--- config.mk ---
export PLATFORM = sky130hd
export DESIGN_NAME = ts_capture_ram
export DESIGN_NICKNAME = d
export VERILOG_FILES = /design/src/rtl/ts_capture_ram.sv
export SDC_FILE = /design/constraint.sdc
export NUM_CORES = 1
export LEC_CHECK = 0
export ABC_AREA = 1
export ABC_CLOCK_PERIOD_IN_PS = 7400
export CAP_MARGIN = 5
export CORE_AREA = 2 2 391 393
export CTS_CLUSTER_SIZE = 28
export DETAILED_ROUTE_END_ITERATION = 8
export DIE_AREA = 0 0 393 395
export PLACE_DENSITY = 0.48
export SLEW_MARGIN = 20
export SYNTH_ARGS = -nofsm -noshare
export SYNTH_HDL_FRONTEND = slang
export SYNTH_SLANG_ARGS = --single-unit
--- constraint.sdc ---
create_clock -name clk_i -period 7.4 [get_ports clk_i]
set_input_delay 1.85 -clock clk_i [delete_from_list [all_inputs] [get_ports clk_i]]
set_output_delay 1.85 -clock clk_i [all_outputs]
set_load 0.1 [all_outputs]
--- src/rtl/ts_capture_ram.sv ---
// Event timestamp capture buffer: free-running counter, rising-edge event capture
// into a small RAM with a 1-cycle registered read port for the register bank.
module ts_capture_ram #(
  parameter int unsigned ADDR_W = 5,
  parameter int unsigned TS_W   = 32
) (
  input  logic              clk_i,
  input  logic              rst_i,
  input  logic              enable_i,
  input  logic              clear_i,
  input  logic              event_i,
  input  logic [ADDR_W-1:0] ts_addr_i,
  output logic [TS_W-1:0]   ts_data_o,
  output logic [ADDR_W:0]   count_o,
  output logic              full_o,
  output logic              overflow_o,
  output logic [TS_W-1:0]   ts_cnt_o
);

  localparam int unsigned DEPTH = 1 << ADDR_W;
  localparam int unsigned CNT_W = ADDR_W + 1;
  localparam logic [CNT_W-1:0] DEPTH_CNT = CNT_W'(DEPTH);

  typedef enum logic [1:0] {
    IDLE,
    ARMED,
    FULL
  } state_e;

  state_e            state_q;
  logic [TS_W-1:0]   mem [DEPTH];
  logic [TS_W-1:0]   ts_cnt_q;
  logic [TS_W-1:0]   ts_data_q;
  logic [ADDR_W-1:0] wr_ptr_q;
  logic [CNT_W-1:0]  count_q;
  logic              overflow_q;
  logic              evt_prev_q;

  logic              evt_rise;
  logic              wr_en;
  logic [CNT_W-1:0]  count_d;

  assign evt_rise = event_i & ~evt_prev_q;
  assign wr_en    = (state_q == ARMED) & evt_rise & ~clear_i;
  assign count_d  = count_q + CNT_W'(1);

  // Control, counter and read port; the previous-event register resets high so
  // a level held through reset does not look like an edge.
  always_ff @(posedge clk_i or posedge rst_i) begin
    if (rst_i) begin
      state_q    <= IDLE;
      ts_cnt_q   <= '0;
      ts_data_q  <= '0;
      wr_ptr_q   <= '0;
      count_q    <= '0;
      overflow_q <= 1'b0;
      evt_prev_q <= 1'b1;
    end else begin
      ts_cnt_q   <= ts_cnt_q + TS_W'(1);
      evt_prev_q <= event_i;
      ts_data_q  <= mem[ts_addr_i];
      if (clear_i) begin
        state_q    <= IDLE;
        wr_ptr_q   <= '0;
        count_q    <= '0;
        overflow_q <= 1'b0;
      end else begin
        case (state_q)
          IDLE: begin
            if (enable_i && (count_q < DEPTH_CNT)) state_q <= ARMED;
          end
          ARMED: begin
            if (evt_rise) begin
              wr_ptr_q <= wr_ptr_q + ADDR_W'(1);
              count_q  <= count_d;
            end
            if (evt_rise && (count_d == DEPTH_CNT)) state_q <= FULL;
            else if (!enable_i)                      state_q <= IDLE;
          end
          FULL: begin
            if (evt_rise) overflow_q <= 1'b1;
          end
          default: state_q <= IDLE;
        endcase
      end
    end
  end

  // Storage is deliberately not reset; same-cycle read sees the old word.
  always_ff @(posedge clk_i) begin
    if (wr_en) mem[wr_ptr_q] <= ts_cnt_q;
  end

  assign ts_data_o  = ts_data_q;
  assign count_o    = count_q;
  assign full_o     = (count_q == DEPTH_CNT);
  assign overflow_o = overflow_q;
  assign ts_cnt_o   = ts_cnt_q;

endmodule
==> reports/results.txt, run 1 <==
P_leak -> 18.83 nW
Layout Nets -> 3918
Final Max Tran Viols -> 0
Area growth syn-to-layout -> 15.55%
vias -> 28850
max-capacitance violation count -> 0
critical path endpoint -> mem[2][11]$_DFFE_PP_
CP max stage cell -> nor2_4
Final Cell Area -> 0.05199 mm^2
R2R setup slack -> 3600 ps
Initial Util -> 29.76%
final setup fails -> 0
Die Width -> 393 um
Setup Fix Bufs, Post-CTS -> 0
critical-path cell list -> clkdlybuf4s50_1, inv_1, nor2_1, nand2_1, nor2_1, nand2_1, nor2_4, buf_4
Worst path depth -> 8
r2r endpoint -> mem[2][11]$_DFFE_PP_
Core ar. -> 0.1512 mm^2
I/O pins -> 82
register bit total from synthesis -> 1103
DP HPWL -> 80590 um
Critical Path Source Type -> input port
Period minus WS final -> 5090 ps
Logic pwr share -> 6.2%
Psw -> 0.003103 W
maximum vdd drop -> 0.0001690 V
status -> finished clean
vias in the first global route -> 27630
pin count of the biggest net entering global routing -> 188
maximum root-to-sink buffer count -> 3
Antenna Violating Nets Remaining -> 0
first-pass GRT wire length -> 199800 um
drc violations -> 0
pwr dens -> 258.3 mW/mm^2
TritonCTS Buffers -> 115
commonest non-fill, non-tap cell in the layout -> nand2_1
RSZ-0062 raised after global routing -> false
die area -> 0.1552 mm^2
post-CTS sizing -> 0
die height -> 395 um
H-tree depth -> 3
crit end category -> flip-flop
I/O Buffers -> 81
final global-route overflow total -> 0
final wirelength -> 138200 um
share of cells above drive strength 1 -> 7.650%
post-layout util -> 34.39%
Syn. warnings -> 0
Mapped Area -> 0.04500 mm^2
drt wl/cell -> 22.91 um
Hold-fix buffers, CTS -> 0
clk root buf -> clkbuf_16
Sum Neg Setup Slack -> 0 ps
Clock Sink Count -> 1103
Clk pwr share -> 43.5%
Final Hold Vio Count -> 0
Design Power -> 0.01343 W
reg-to-reg startpoint -> evt_prev_q$_DFF_PP1_
CP peak stage delay -> 1080 ps
Critical Path Fanout Max -> 25
Worst EP arrival -> 5520 ps
# rows -> 143
switch share -> 23.10%
Largest delay share family, worst path -> simple AND/OR/NAND/NOR gates
Bufs and invs on worst path -> 3
placer congestion estimate -> 0.8414
sequential area share after synthesis -> 72.74%
drt first pass iters -> 6
Mapped Nets -> 3844
average vias per placed instance -> 4.783
WP data required -> 7830 ps
DR iter-0 viols -> 2942
slew of the pin with the lowest slew margin -> 1122 ps
fmax -> 196.5 MHz
Slew HR -> 25.05%
most frequent cells in the layout -> 1527 x nand2_1, 1024 x edfxtp_1, 787 x nand3_1
r2r worst-path depth -> 6
Sequential Power Share -> 50.3%
critical path launch point -> event_i
Post-Syn Instances -> 3826
clock transition at the registers of the reported paths -> 60 ps
clk_skew -> 15.30 ps
Clk Latency, worst-skew pair -> 730 ps
CTS tree -> built
Avg Inst Size Synth -> 11.76 um^2
Int Pwr -> 0.01033 W
Hold Crit Class -> flip-flop to flip-flop
Tot GR Track Use -> 17.62%
Crit Path Class -> input port to flip-flop
Netlist cell types -> 28
Placed Area -> 0.04805 mm^2
initial antenna violation count -> 9
period utilisation layout -> 68.78%
[cells in the mapped netlist, drive strengths merged]
cell	number	share of area [%]
nand4	8	0.11
nand2	1527	13
and3	1	0.014
dfstp	1	0.058
a21oi	1	0.011
clkbuf	23	0.19
edfxtp	1024	68
xnor2	10	0.19
nand3b	4	0.067
xor2	18	0.35
ha	8	0.22
dfrtp	78	4.3
nor3	16	0.18
a32o	1	0.022
nand3	787	8.8
inv	36	0.32
nor2	72	0.60
buf	199	3.4
o21ai	10	0.11
o31ai	1	0.017
o22ai	1	0.014
[worst reg2reg max path: stages (launching register included)]
cell     delay, ps
dfstp_2        360
nor2_1         200
nand2_1        140
nor2_1         640
nand2_1        740
nor2_4        1090
buf_4          340
[metrics by stage]
stage          hold slack [ps]  instances  worst slack (ps)
2_1_floorplan            444.7       3826              2291
3_3_place_gp             463.5       5790              1546
3_5_place_dp             490.9       5806              1614
4_1_cts                  500.0       6023              2388
5_1_grt                  545.2       6031              2230
6_report                 500.5       6032              2310
[logic make-up (layout without fill, tap and decap cells)]
| kind of cell | Yosys count | after routing | share of synthesized area, % |
|---|---|---|---|
| xor gates and xnor gates | 28 | 28 | 0.5450 |
| adders and majority gates | 8 | 8 | 0.2225 |
| DFF | 1103 | 1103 | 72.74 |
| and+or+nand+nor | 2415 | 2415 | 22.46 |
| AOI/OAI and AO/OA | 14 | 14 | 0.1752 |
| other | 0 | 2 | 0 |
| buffers and inverters | 258 | 432 | 3.860 |
[area by class of cell]
class	count	area (um^2)
Timing Repair Buffer	179	2013
Sequential cell	1103	32730
Antenna cell	2	5.005
Clock inverter	57	593.1
Tap cell	2030	2540
Fill cell	14910	99200
Multi-Input combinational cell	2465	10770
Inverter	36	167.7
Clock buffer	160	3169
[layer usage]
| layer | global-route usage, % | vias up | part of all wire, % |
|---|---|---|---|
| li1 | - | 13430 | - |
| met1 | 25.05 | 14410 | 45 |
| met2 | 28.04 | 837 | 47 |
| met3 | 2.753 | 179 | 5.8 |
| met4 | 4.440 | 2 | 2.3 |
| met5 | 0 | - | 0.0094 |
[state kept, by name, indices dropped and copies added (netlist names)]
signal,cells
ts_cnt_o,32
wr_ptr_q,5
overflow_o,1
state_q,2
count_o,6
evt_prev_q,1
ts_data_o,32
mem,1024
[power by group through the flow]
stage / registers (W) / logic [W] / clock network, W
4_1_cts: 0.00676 / 0.000841 / 0.00594
3_3_place_gp: 0.00689 / 0.000837 / 0
2_1_floorplan: 0.00703 / 0.000441 / 0
6_report: 0.00676 / 0.000835 / 0.00584
5_1_grt: 0.00675 / 0.000904 / 0.00617
3_5_place_dp: 0.00689 / 0.000840 / 0
[worst min-delay path by stage]
stage                                       from                      to  slack, ps  cells after the start
after global placement    state_q[0]$_DFFE_PP0P_  state_q[1]$_DFFE_PP0P_        460                      1
after floorplan           state_q[0]$_DFFE_PP0P_  state_q[1]$_DFFE_PP0P_        440                      1
final                     state_q[0]$_DFFE_PP0P_  state_q[1]$_DFFE_PP0P_        500                      1
after detailed placement  state_q[0]$_DFFE_PP0P_  state_q[1]$_DFFE_PP0P_        490                      1
after CTS                 state_q[0]$_DFFE_PP0P_  state_q[1]$_DFFE_PP0P_        500                      1
after global routing      state_q[0]$_DFFE_PP0P_  state_q[1]$_DFFE_PP0P_        550                      1
Power figures use the tool's default switching activity.
==> run 2: changes to the inputs <==
--- a/config.mk
+++ b/config.mk
@@ -6,13 +6,13 @@
 export NUM_CORES = 1
 export LEC_CHECK = 0
 export ABC_AREA = 1
-export ABC_CLOCK_PERIOD_IN_PS = 7400
+export ABC_CLOCK_PERIOD_IN_PS = 4600
 export CAP_MARGIN = 5
 export CORE_AREA = 2 2 391 393
 export CTS_CLUSTER_SIZE = 28
 export DETAILED_ROUTE_END_ITERATION = 8
 export DIE_AREA = 0 0 393 395
-export PLACE_DENSITY = 0.48
+export PLACE_DENSITY = 0.5
 export SLEW_MARGIN = 20
 export SYNTH_ARGS = -nofsm -noshare
 export SYNTH_HDL_FRONTEND = slang
==> constraint.sdc (replaced) <==
create_clock -name clk_i -period 4.6 [get_ports clk_i]
set_input_delay 1.15 -clock clk_i [delete_from_list [all_inputs] [get_ports clk_i]]
set_output_delay 1.15 -clock clk_i [all_outputs]
set_load 0.1 [all_outputs]
==> run 2 against run 1 <==
Net effect: global-route usage rose by 0.47 points; combinational power rose by 65%; routed wire length rose by 2.5%; critical path type is now flip-flop to output pin; cell area rose by 0.33%; final cell count rose by 0.71%; worst hold slack got worse by 1.5 ps; sequential power rose by 61%.
==> reports/results.txt, run 2 (synthesis gave the netlist of run 1 again) <==
status -> finished clean (unchanged)
drt wl/cell -> 23.32 um (was 22.91 um)
Critical Path Fanout Max -> 6 (was 25)
r2r endpoint -> ts_cnt_o[30]$_DFF_PP0_ (was mem[2][11]$_DFFE_PP_)
Largest Register -> mem (unchanged)
post-route insts no fill -> 6075 (was 6032)
Period minus WS final -> 3919 ps
RSZ-0062 raised after global routing -> false (unchanged)
Initial Util -> 29.76% (unchanged)
Slew HR -> 27.60% (was 25.05%)
CP max stage cell -> clkdlybuf4s50_1 (was nor2_4)
post-CTS sizing -> 0 (unchanged)
Final Max Tran Viols -> 0 (unchanged)
DR iter-0 viols -> 2830 (was 2942)
pin count of the biggest net entering global routing -> 110 (was 188)
drc violations -> 0 (unchanged)
# rows -> 143 (unchanged)
Die Width -> 393 um (unchanged)
first-pass GRT wire length -> 202700 um (was 199800 um)
final global-route overflow total -> 0 (unchanged)
die height -> 395 um (unchanged)
share of cells above drive strength 1 -> 9.844% (was 7.650%)
WP data required -> 3450 ps (was 7830 ps)
Setup Fix Bufs, Post-CTS -> 0 (unchanged)
Critical Path Source Type -> flip-flop (was input port)
Core ar. -> 0.1512 mm^2 (unchanged)
crit end category -> output pin (was flip-flop)
I/O Buffers -> 81 (unchanged)
average vias per placed instance -> 4.834 (was 4.783)
Final Hold Vio Count -> 0 (unchanged)
slew of the pin with the lowest slew margin -> 1083 ps (was 1122 ps)
Worst EP arrival -> 2770 ps (was 5520 ps)
fmax -> 255.2 MHz
max reg flops -> 1024 (unchanged)
TritonCTS Buffers -> 114 (was 115)
CP peak stage delay -> 1150 ps (was 1080 ps)
clock transition at the registers of the reported paths -> 60 ps (about the same)
Crit Path Class -> flip-flop to output pin (was input port to flip-flop)
maximum vdd drop -> 0.0002885 V (was 0.0001690 V)
r2r worst-path depth -> 8 (was 6)
Layout Nets -> 3963 (was 3918)
Hold Crit Class -> flip-flop to flip-flop (unchanged)
Antenna Violating Nets Remaining -> 0 (unchanged)
reg-to-reg startpoint -> ts_cnt_o[8]$_DFF_PP0_ (was evt_prev_q$_DFF_PP1_)
final setup fails -> 0 (unchanged)
most frequent cells in the layout -> 1527 x nand2_1, 1024 x edfxtp_1, 787 x nand3_1 (unchanged)
period utilisation layout -> 85.20%
Clk Latency, worst-skew pair -> 730 ps (about the same)
Hold-fix buffers, CTS -> 0 (unchanged)
max-capacitance violation count -> 0 (unchanged)
Worst Hold End -> state_q[1]$_DFFE_PP0P_ (unchanged)
vias in the first global route -> 27850 (was 27630)
Worst Hold Depth -> 1 (unchanged)
drt first pass iters -> 5 (was 6)
setup ws final -> 680.9 ps (was 2310 ps)
initial antenna violation count -> 12 (was 9)
Sum Neg Setup Slack -> 0 ps (unchanged)
DP HPWL -> 86230 um (was 80590 um)
placed cells -> 5859 (was 5806)
final wirelength -> 141700 um (was 138200 um)
I/O pins -> 82 (unchanged)
CTS tree -> built (unchanged)
critical-path cell list -> inv_1, ha_1, nand3_1, nor3_1, clkdlybuf4s50_1 (was clkdlybuf4s50_1, inv_1, nor2_1, nand2_1, nor2_1, nand2_1, nor2_4, buf_4)
pwr dens -> 413.8 mW/mm^2 (was 258.3 mW/mm^2)
worst hold start -> state_q[0]$_DFFE_PP0P_ (unchanged)
clk root buf -> clkbuf_16 (unchanged)
vias -> 29370 (was 28850)
H-tree depth -> 3 (unchanged)
clk_skew -> 29.67 ps (was 15.30 ps)
R2R setup slack -> 2110 ps (was 3600 ps)
Clock Sink Count -> 1103 (unchanged)
Tot GR Track Use -> 18.09% (was 17.62%)
Fill cells -> 14900 (was 14910)
dpl ws -> 905.6 ps (was 1614 ps)
maximum root-to-sink buffer count -> 3 (unchanged)
commonest non-fill, non-tap cell in the layout -> nand2_1 (unchanged)
die area -> 0.1552 mm^2 (unchanged)
Area growth syn-to-layout -> 15.94% (was 15.55%)
placer congestion estimate -> 0.8144 (was 0.8414)
P_leak -> 19.13 nW (was 18.83 nW)
-- run 2: changes by cell type in the layout (fill, tap and decap cells not counted), moves of 5 or more --
cell | before | now
clkinv_2 | 16 | 21
buf_12 | 14 | 29
buf_16 | 14 | 0
clkbuf_8 | 8 | 18
buf_4 | 70 | 148
clkdlybuf4s50_1 | 76 | 44
clkinv_1 | 22 | 7
-- run 2: final cells by class --
class	instances	area (um^2)	share of cell area [%]
clock inverter	45	526.8	1.010
inverter	36	167.7	0.3214
multi-input combinational	2465	10770	20.65
timing repair buffer	225	2178	4.176
clock buffer	169	3239	6.210
antenna	2	5.005	0.009594
sequential	1103	32740	62.76
tap	2030	2540	4.869
-- run 2: metrics by stage --
stage               power (W)  hold slack [ps]  util [%]  instance area [um^2]
finish                0.02159            499.0     34.50                 52170
global route          0.02225            515.9     34.50                 52160
CTS                   0.02178            493.0     34.50                 52160
detailed placement    0.01248            480.3     32.01                 48400
global placement      0.01247            470.9     32.01                 48400
floorplan             0.01202            444.7         -                 45000
-- run 2: worst max path at each step --
stage                                 startpoint                     to  slack [ps]
after detailed placement                 event_i    mem[0][8]$_DFFE_PP_         910
final                     count_o[0]$_DFFE_PP0P_                 full_o         680
after global routing      count_o[0]$_DFFE_PP0P_                 full_o         530
after global placement                   event_i  mem[19][10]$_DFFE_PP_         880
after floorplan           count_o[0]$_DFFE_PP0P_                 full_o         190
after CTS                 count_o[0]$_DFFE_PP0P_                 full_o         600
-- run 2: metal layers --
metal | GRT usage, % | routed length (um) | vias to the layer above
met4 | 5.309 | 3772 | 10
met3 | 4.730 | 12110 | 168
met5 | 0 | 58 | -
met1 | 25.64 | 63030 | 14670
met2 | 27.10 | 62700 | 1010
li1 | - | - | 13510
-- run 2: critical path, delay by kind of cell, from the launching register on --
| kind | cells | cell delay [ps] |
|---|---|---|
| and+or+nand+nor | 2 | 200 |
| adders and majority gates | 1 | 150 |
| buffers and inverters | 2 | 1260 |
| DFF | 1 | 450 |
-- run 2: where the power goes --
part	leakage [nW]	internal [W]	total, W	switching [W]
combinational	7.49	0.000324	0.00138	0.00105
sequential	9.79	0.0108	0.0109	0.0000434
clock	1.85	0.00543	0.00932	0.00390
